$ cat config.mk
export PLATFORM = sky130hd
export DESIGN_NAME = piso_serializer
export DESIGN_NICKNAME = d
export VERILOG_FILES = /design/src/rtl/piso_serializer_pkg.sv /design/src/rtl/piso_serializer_bit_counter.sv /design/src/rtl/piso_serializer.sv
export SDC_FILE = /design/constraint.sdc
export NUM_CORES = 1
export LEC_CHECK = 0
export ABC_AREA = 1
export BUFFER_PORTS_ARGS = -buffer_cell sky130_fd_sc_hd__buf_2
export CAP_MARGIN = 20
export CELL_PAD_IN_SITES_DETAIL_PLACEMENT = 0
export CELL_PAD_IN_SITES_GLOBAL_PLACEMENT = 1
export CORE_AREA = 2 2 39 41
export DETAILED_ROUTE_END_ITERATION = 16
export DIE_AREA = 0 0 41 43
export PLACE_DENSITY = 0.83
export SLEW_MARGIN = 10
export SYNTH_ARGS = -nofsm -noshare
export SYNTH_HDL_FRONTEND = slang
export SYNTH_SLANG_ARGS = --single-unit
export TNS_END_PERCENT = 10
$ cat constraint.sdc
create_clock -name clk -period 3.4 [get_ports clk]
set_clock_uncertainty 0.05 [all_clocks]
set_input_delay 0.85 -clock clk [delete_from_list [all_inputs] [get_ports clk]]
set_output_delay 0.85 -clock clk [all_outputs]
set_load 0.1 [all_outputs]
$ cat src/rtl/piso_serializer_pkg.sv
// Shared definitions for the parallel-in/serial-out serializer.
//   state_e : FSM encoding (IDLE waits for a word, SHIFT emits bits).
//   cnt_w() : width of the per-word bit counter for a given word width.
//   bit_sel : serial tap of the shift register for the chosen bit order.
package piso_serializer_pkg;

  typedef enum logic {
    IDLE  = 1'b0,
    SHIFT = 1'b1
  } state_e;

  // Largest supported word; bit_sel works on a register zero-extended to this.
  localparam int MAX_WIDTH = 32;

  // Counter width for the default 4-bit word; modules derive their own
  // value from WIDTH with cnt_w().
  localparam int CNT_W = $clog2(4);

  function automatic int cnt_w(input int width);
    return $clog2(width);
  endfunction

  // The bit that leaves the shift register this cycle: the top bit when
  // sending MSB first, otherwise bit 0.
  function automatic logic bit_sel(input logic [MAX_WIDTH-1:0] shreg,
                                   input int                   width,
                                   input logic                 msb_first);
    if (msb_first) begin
      return shreg[width-1];
    end
    return shreg[0];
  endfunction

endpackage

$ cat src/rtl/piso_serializer_bit_counter.sv
// Bit position counter for one serialized word.
//   clk, rst : clock and asynchronous active-high reset.
//   clear    : force the count to 0 (start of a new word / return to idle).
//   enable   : advance by one; saturates at WIDTH-1 so it never wraps.
//   count    : current bit index within the word.
//   at_last  : count has reached WIDTH-1.
module piso_bit_counter
  import piso_serializer_pkg::*;
#(
  parameter int WIDTH = 4
) (
  input  logic                    clk,
  input  logic                    rst,
  input  logic                    clear,
  input  logic                    enable,
  output logic [cnt_w(WIDTH)-1:0] count,
  output logic                    at_last
);

  localparam int CW = cnt_w(WIDTH);
  localparam logic [CW-1:0] LAST_IDX = CW'(WIDTH - 1);

  logic [CW-1:0] count_q;
  logic [CW-1:0] count_d;

  always_comb begin
    count_d = count_q;
    if (clear) begin
      count_d = '0;
    end else if (enable && (count_q != LAST_IDX)) begin
      count_d = count_q + CW'(1);
    end
  end

  always_ff @(posedge clk or posedge rst) begin
    if (rst) begin
      count_q <= '0;
    end else begin
      count_q <= count_d;
    end
  end

  assign count   = count_q;
  assign at_last = (count_q == LAST_IDX);

endmodule

$ cat src/rtl/piso_serializer.sv
// Parallel-in/serial-out serializer with valid/ready input and framing strobes.
//   clk, rst  : clock and asynchronous active-high reset.
//   par_in    : WIDTH-bit word, captured when in_valid && in_ready.
//   in_valid  : par_in holds a word to send.
//   in_ready  : word can be captured this edge (idle, or on the last bit of
//               the current word so words run back-to-back without a gap).
//   d         : serial data bit (MSB or LSB first per MSB_FIRST).
//   d_valid   : d carries a payload bit.
//   first     : first bit of a word.
//   last      : final bit of a word.
//   busy      : a word is being shifted out.
module piso_serializer
  import piso_serializer_pkg::*;
#(
  parameter int WIDTH     = 4,
  parameter bit MSB_FIRST = 1'b1
) (
  input  logic             clk,
  input  logic             rst,
  input  logic [WIDTH-1:0] par_in,
  input  logic             in_valid,
  output logic             in_ready,
  output logic             d,
  output logic             d_valid,
  output logic             first,
  output logic             last,
  output logic             busy
);

  localparam int CW = cnt_w(WIDTH);

  state_e           state_q;
  state_e           state_d;
  logic [WIDTH-1:0] shreg_q;
  logic [WIDTH-1:0] shreg_d;
  logic [WIDTH-1:0] shreg_shifted;
  logic             cnt_clear;
  logic             cnt_en;
  logic [CW-1:0]    cnt;
  logic             cnt_at_last;
  logic             shifting;

  piso_bit_counter #(
    .WIDTH (WIDTH)
  ) u_bit_counter (
    .clk     (clk),
    .rst     (rst),
    .clear   (cnt_clear),
    .enable  (cnt_en),
    .count   (cnt),
    .at_last (cnt_at_last)
  );

  // Vacated position is zero-filled so an idle or drained register reads 0.
  assign shreg_shifted = MSB_FIRST ? {shreg_q[WIDTH-2:0], 1'b0}
                                   : {1'b0, shreg_q[WIDTH-1:1]};

  assign shifting = (state_q == SHIFT);
  assign first    = shifting && (cnt == '0);
  assign last     = shifting && cnt_at_last;
  assign busy     = shifting;
  assign d_valid  = shifting;
  assign d        = shifting && bit_sel(MAX_WIDTH'(shreg_q), WIDTH, MSB_FIRST);
  assign in_ready = (state_q == IDLE) || last;

  always_comb begin
    state_d   = state_q;
    shreg_d   = shreg_q;
    cnt_clear = 1'b0;
    cnt_en    = 1'b0;
    case (state_q)
      IDLE: begin
        if (in_valid) begin
          state_d   = SHIFT;
          shreg_d   = par_in;
          cnt_clear = 1'b1;
        end
      end
      SHIFT: begin
        if (cnt_at_last) begin
          cnt_clear = 1'b1;
          if (in_valid) begin
            // Next word follows immediately on the following cycle.
            shreg_d = par_in;
          end else begin
            state_d = IDLE;
            shreg_d = '0;
          end
        end else begin
          shreg_d = shreg_shifted;
          cnt_en  = 1'b1;
        end
      end
      default: begin
        state_d   = IDLE;
        shreg_d   = '0;
        cnt_clear = 1'b1;
      end
    endcase
  end

  always_ff @(posedge clk or posedge rst) begin
    if (rst) begin
      state_q <= IDLE;
      shreg_q <= '0;
    end else begin
      state_q <= state_d;
      shreg_q <= shreg_d;
    end
  end

endmodule

[Word level (Yosys, flattened, before mapping)]
Cells that the tools add are included.
Word-level totals
  input port bits: 7
  flip-flop bits (word level): 7
  logic and storage cells: 28
  output and inout port bits: 6
Operators by class
  reduce and logical (&&, ||, !) cells: 7
  eq/ne operators: 3
  bitwise gates (word level): 1
  $add $sub $neg: 1
  multiplexer cells: 13
Operators with widths (count)
  4-bit 2-to-1 mux: 3
  4-bit one-hot mux with 2 select lines: 1
  1-bit 2-to-1 mux: 5
  1-bit logical AND: 4
  2-bit 2-to-1 mux: 2
  2-bit inequality test (second input constant): 2
  1-bit one-hot mux with 2 select lines: 2
  2-bit by 1-bit adder with 2-bit output (second input constant): 1
  2-bit == test (second input constant): 1
  2-bit zero test: 1
  2-bit nonzero test: 1
  1-bit logical OR: 1
  1-bit inverter: 1

[Depth between registers and ports, before layout]
  word-level depth: 6
  mapped depth: 6
  gate-level depth less buffers: 6

[Modules after synthesis]
From an unflattened synthesis, not the netlist that was laid out.
Second synthesis, totals
  cell total of the unflattened synthesis: 56
  area total of the unflattened synthesis: 394.1 µm²
Modules (own cells, without submodules)
  piso_serializer: area an instance 284.0 µm², seq. area each 125.1 µm², cells an instance 42, times used 1
  piso_bit_counter: area an instance 110.1 µm², seq. area each 50.0 µm², cells an instance 14, times used 1

[Worst setup path before layout]
Ideal clock, no wire load.
  kind: flip-flop to output port
  from: reg state_q (netlist: busy)
  to: out last
  setup slack: 0.671 ns
  buffers on the path: 1
  arrival time: 1.829 ns
  data required time: 2.500 ns
  cell stages (with the launch flop): 4
  cell sequence: dfrtp_1 -> buf_6 -> nand2_1 -> inv_1
On the way
  longest elaborated chain between the ends: 1
Ends and longest elaborated chain
  start: declaration: line piso_serializer.sv:32  | state_e state_q;
  start signal: assignment: line piso_serializer.sv:107  | state_q <= state_d;
  1-bit logical AND: line piso_serializer.sv:60  | assign last = shifting && cnt_at_last;
  end: declaration: line piso_serializer.sv:26  | output logic last,
Every way passes these cells.

[Worst setup path in the final report]
  from: reg u_bit_counter.count_q[0] (netlist: u_bit_counter.count[0])
  to: out in_ready
On the way
  longest elaborated chain between the ends: 3
Ends and longest elaborated chain
  start: declaration: line piso_serializer_bit_counter.sv:23  | logic [CW-1:0] count_q;
  start signal: assignment: line piso_serializer_bit_counter.sv:39  | count_q <= count_d;
  2-bit == test: line piso_serializer_bit_counter.sv:44  | assign at_last = (count_q == LAST_IDX);
  1-bit logical AND: line piso_serializer.sv:60
  1-bit logical OR: line piso_serializer.sv:64  | assign in_ready = (state_q == IDLE) || last;
  end: declaration: line piso_serializer.sv:22  | output logic in_ready,
Every way passes these cells.

==> results.sh <==
export IMPL_synth_fp_nets=65
export IMPL_dpl_hpwl_um=660
export IMPL_fin_crit_sh_pct=70.1
export IMPL_rsz0062_at_grt="no"
export IMPL_vias_per_cell=4.41
export IMPL_start_util_pct=31.9
export IMPL_ant_nets=0
export IMPL_final_nets=80
export IMPL_hold_buffers=0
export IMPL_cp_max_fo=5
export IMPL_hold_violations=0
export IMPL_ctsHtreeMaxLevel=1
export IMPL_arrival_ns=1.48
export IMPL_antenna_found_initial=0
export IMPL_cts_buffers=3
export IMPL_post_place_cells=81
export IMPL_place_congestion=0.727
export IMPL_grt_max_degree=11
export IMPL_cpMaxStageDelayCell="dfrtp_1"
export IMPL_n_fill_cell=159
export IMPL_drc=0
export IMPL_crit_chain="ha_1 > or2_4 > buf_2"
export IMPL_crit_path_max_incr_delay_ns=0.43
export IMPL_critPathCaptureType="primary output"
export IMPL_cts_sinks=7
export IMPL_root_buffer="clkbuf_4"
export IMPL_die_height_um=43
export IMPL_synth_seq_cells=7
export IMPL_drv_slew=0
export IMPL_wirelength_um=820
export IMPL_final_common_cell="nand2_1"
export IMPL_setup_tns_ns=0
export IMPL_clk_path_buf_depth=2
export IMPL_hold_path_class="reg -> reg"
export IMPL_seq_area_frac_synth_pct=39.7
export IMPL_max_slew_worst_pin_slew_ns=0.484
export IMPL_track_usage_pct=13.1
export IMPL_mostFrequentLayoutCells="nand2_1, buf_2, inv_1, dfrtp_1, nor2_1"
export IMPL_drive_gt1_share_pct=31.9
export IMPL_cts_tree="yes"
export IMPL_clock_latency_ns=0.26
export IMPL_vias=375
export IMPL_grt_pass1_vias=344
export IMPL_status="finished, final reports clean"
export IMPL_post_cts_setup_buffers=0
export IMPL_drt_iter0_markers=3
export IMPL_netlist_area_sq_um=442
export IMPL_avgSynthCellArea_sq_um=8.03
export IMPL_rows=14
export IMPL_post_drt_wl_per_cell_um=9.65
export IMPL_maxCapViolCount=0
export IMPL_grt_overflow_total=0
export IMPL_core_area_sq_um=1380
export IMPL_ioPinCount=13
export IMPL_worstSetupStartpointType="flop"
export IMPL_slew_headroom_pct=68.0
export IMPL_period_needed_ns=2.38
export IMPL_clkTransAtPathRegs_ns=0.06
export IMPL_ys_warn_count=0
export IMPL_grt_first_pass_wirelength_um=1400
export IMPL_num_antenna_cells=0
export IMPL_syn_to_final_growth_pct=19.8
export IMPL_finalSetupViolCount=0
export IMPL_cp_required_ns=2.50
export IMPL_yosysUniqueCellTypes=19
export IMPL_criticalPathCategory="reg -> out"
export IMPL_ctsResizeCount=0
export IMPL_die_w_um=41
export IMPL_first_pass_iters=3
export IMPL_netlist_instances=55
export IMPL_die_area_sq_um=1760
export IMPL_port_buffers=12
export IMPL_max_freq_mhz=420
export IMPL_place_worst_setup_slack_ns=1.30
export IMPL_setup_slack_ns=1.02
export IMPL_final_cells=85
## critical path, delay by kind of cell (launching register included)
kind / cells / cell delay, ns
adder cells (fa/ha/maj): 1 / 0.21
AND/OR/NAND/NOR: 1 / 0.27
flip-flops: 1 / 0.43
buffers and inverters: 1 / 0.30
## registers in the layout, indices dropped and copies added (netlist names)
register,flops
shreg_q,4
u_bit_counter.count,2
busy,1
## cells in the mapped netlist
cell type,count,area share [%]
nand2_1,13,11
inv_1,11,9.3
dfrtp_1,7,40
nor2_1,5,4.2
ha_1,3,8.5
nand3_1,3,3.4
a21boi_1,1,1.7
a21oi_1,1,1.1
buf_4,1,1.7
buf_6,1,2.5
inv_2,1,0.85
inv_4,1,1.4
nand3_2,1,2.3
nor2_4,1,2.5
o211ai_1,1,1.7
o21ai_0,1,1.1
o21ai_2,1,2.0
o22ai_2,1,2.8
or2_4,1,2.0
## final cells by class
cell class	instances	area, sq um	area share, %
multi-input cells	33	196	37.1
clock buffers	4	26.3	4.96
flip-flops and latches	7	175	33.1
repair buffers	12	60.1	11.3
well taps	16	20.0	3.78
inverters	13	51.3	9.69
## worst paths after layout
check | startpoint | to | slack (ns) | cells after the start
worst max-delay path | u_bit_counter.count[0]$_DFFE_PP0P_ | in_ready | 1.02 | 3
worst min-delay path | shreg_q[0]$_DFFE_PP0P_ | shreg_q[0]$_DFFE_PP0P_ | 0.45 | 2
worst max register to register | u_bit_counter.count[0]$_DFFE_PP0P_ | shreg_q[3]$_DFFE_PP0P_ | 2.14 | 6
worst min register to register | shreg_q[0]$_DFFE_PP0P_ | shreg_q[0]$_DFFE_PP0P_ | 0.45 | 2
max in group asynchronous | rst | shreg_q[1]$_DFFE_PP0P_ | 2.63 | 2
min in group asynchronous | rst | u_bit_counter.count[0]$_DFFE_PP0P_ | 0.46 | 2
## per-stage QoR
step | utilization (%) | cell area (sq um) | hold slack (ns)
floorplan | - | 442 | 0.400
global placement | 36.3 | 503 | 0.435
detailed placement | 36.3 | 503 | 0.445
CTS | 38.2 | 529 | 0.458
global route | 38.2 | 529 | 0.463
finish | 38.2 | 529 | 0.452
## cells by family (layout without fill, tap and decap cells)
family,Yosys count,after routing,synth area share (%)
AND/OR/NAND/NOR,24,24,25.5
buffers and inverters,15,29,15.9
flip-flops,7,7,39.7
AO/OA/AOI/OAI,6,6,10.5
adder cells (fa/ha/maj),3,3,8.50
## per-layer routing
layer  GRT usage (%)  wire length, um
met2            16.6              400
met3            7.85               44
met4            10.0               24
met1            15.4              351
met5               0                0
Power is left out: the tool's default activity adds up to more than one toggle a clock period on the data nets, which glitch-free logic cannot reach.
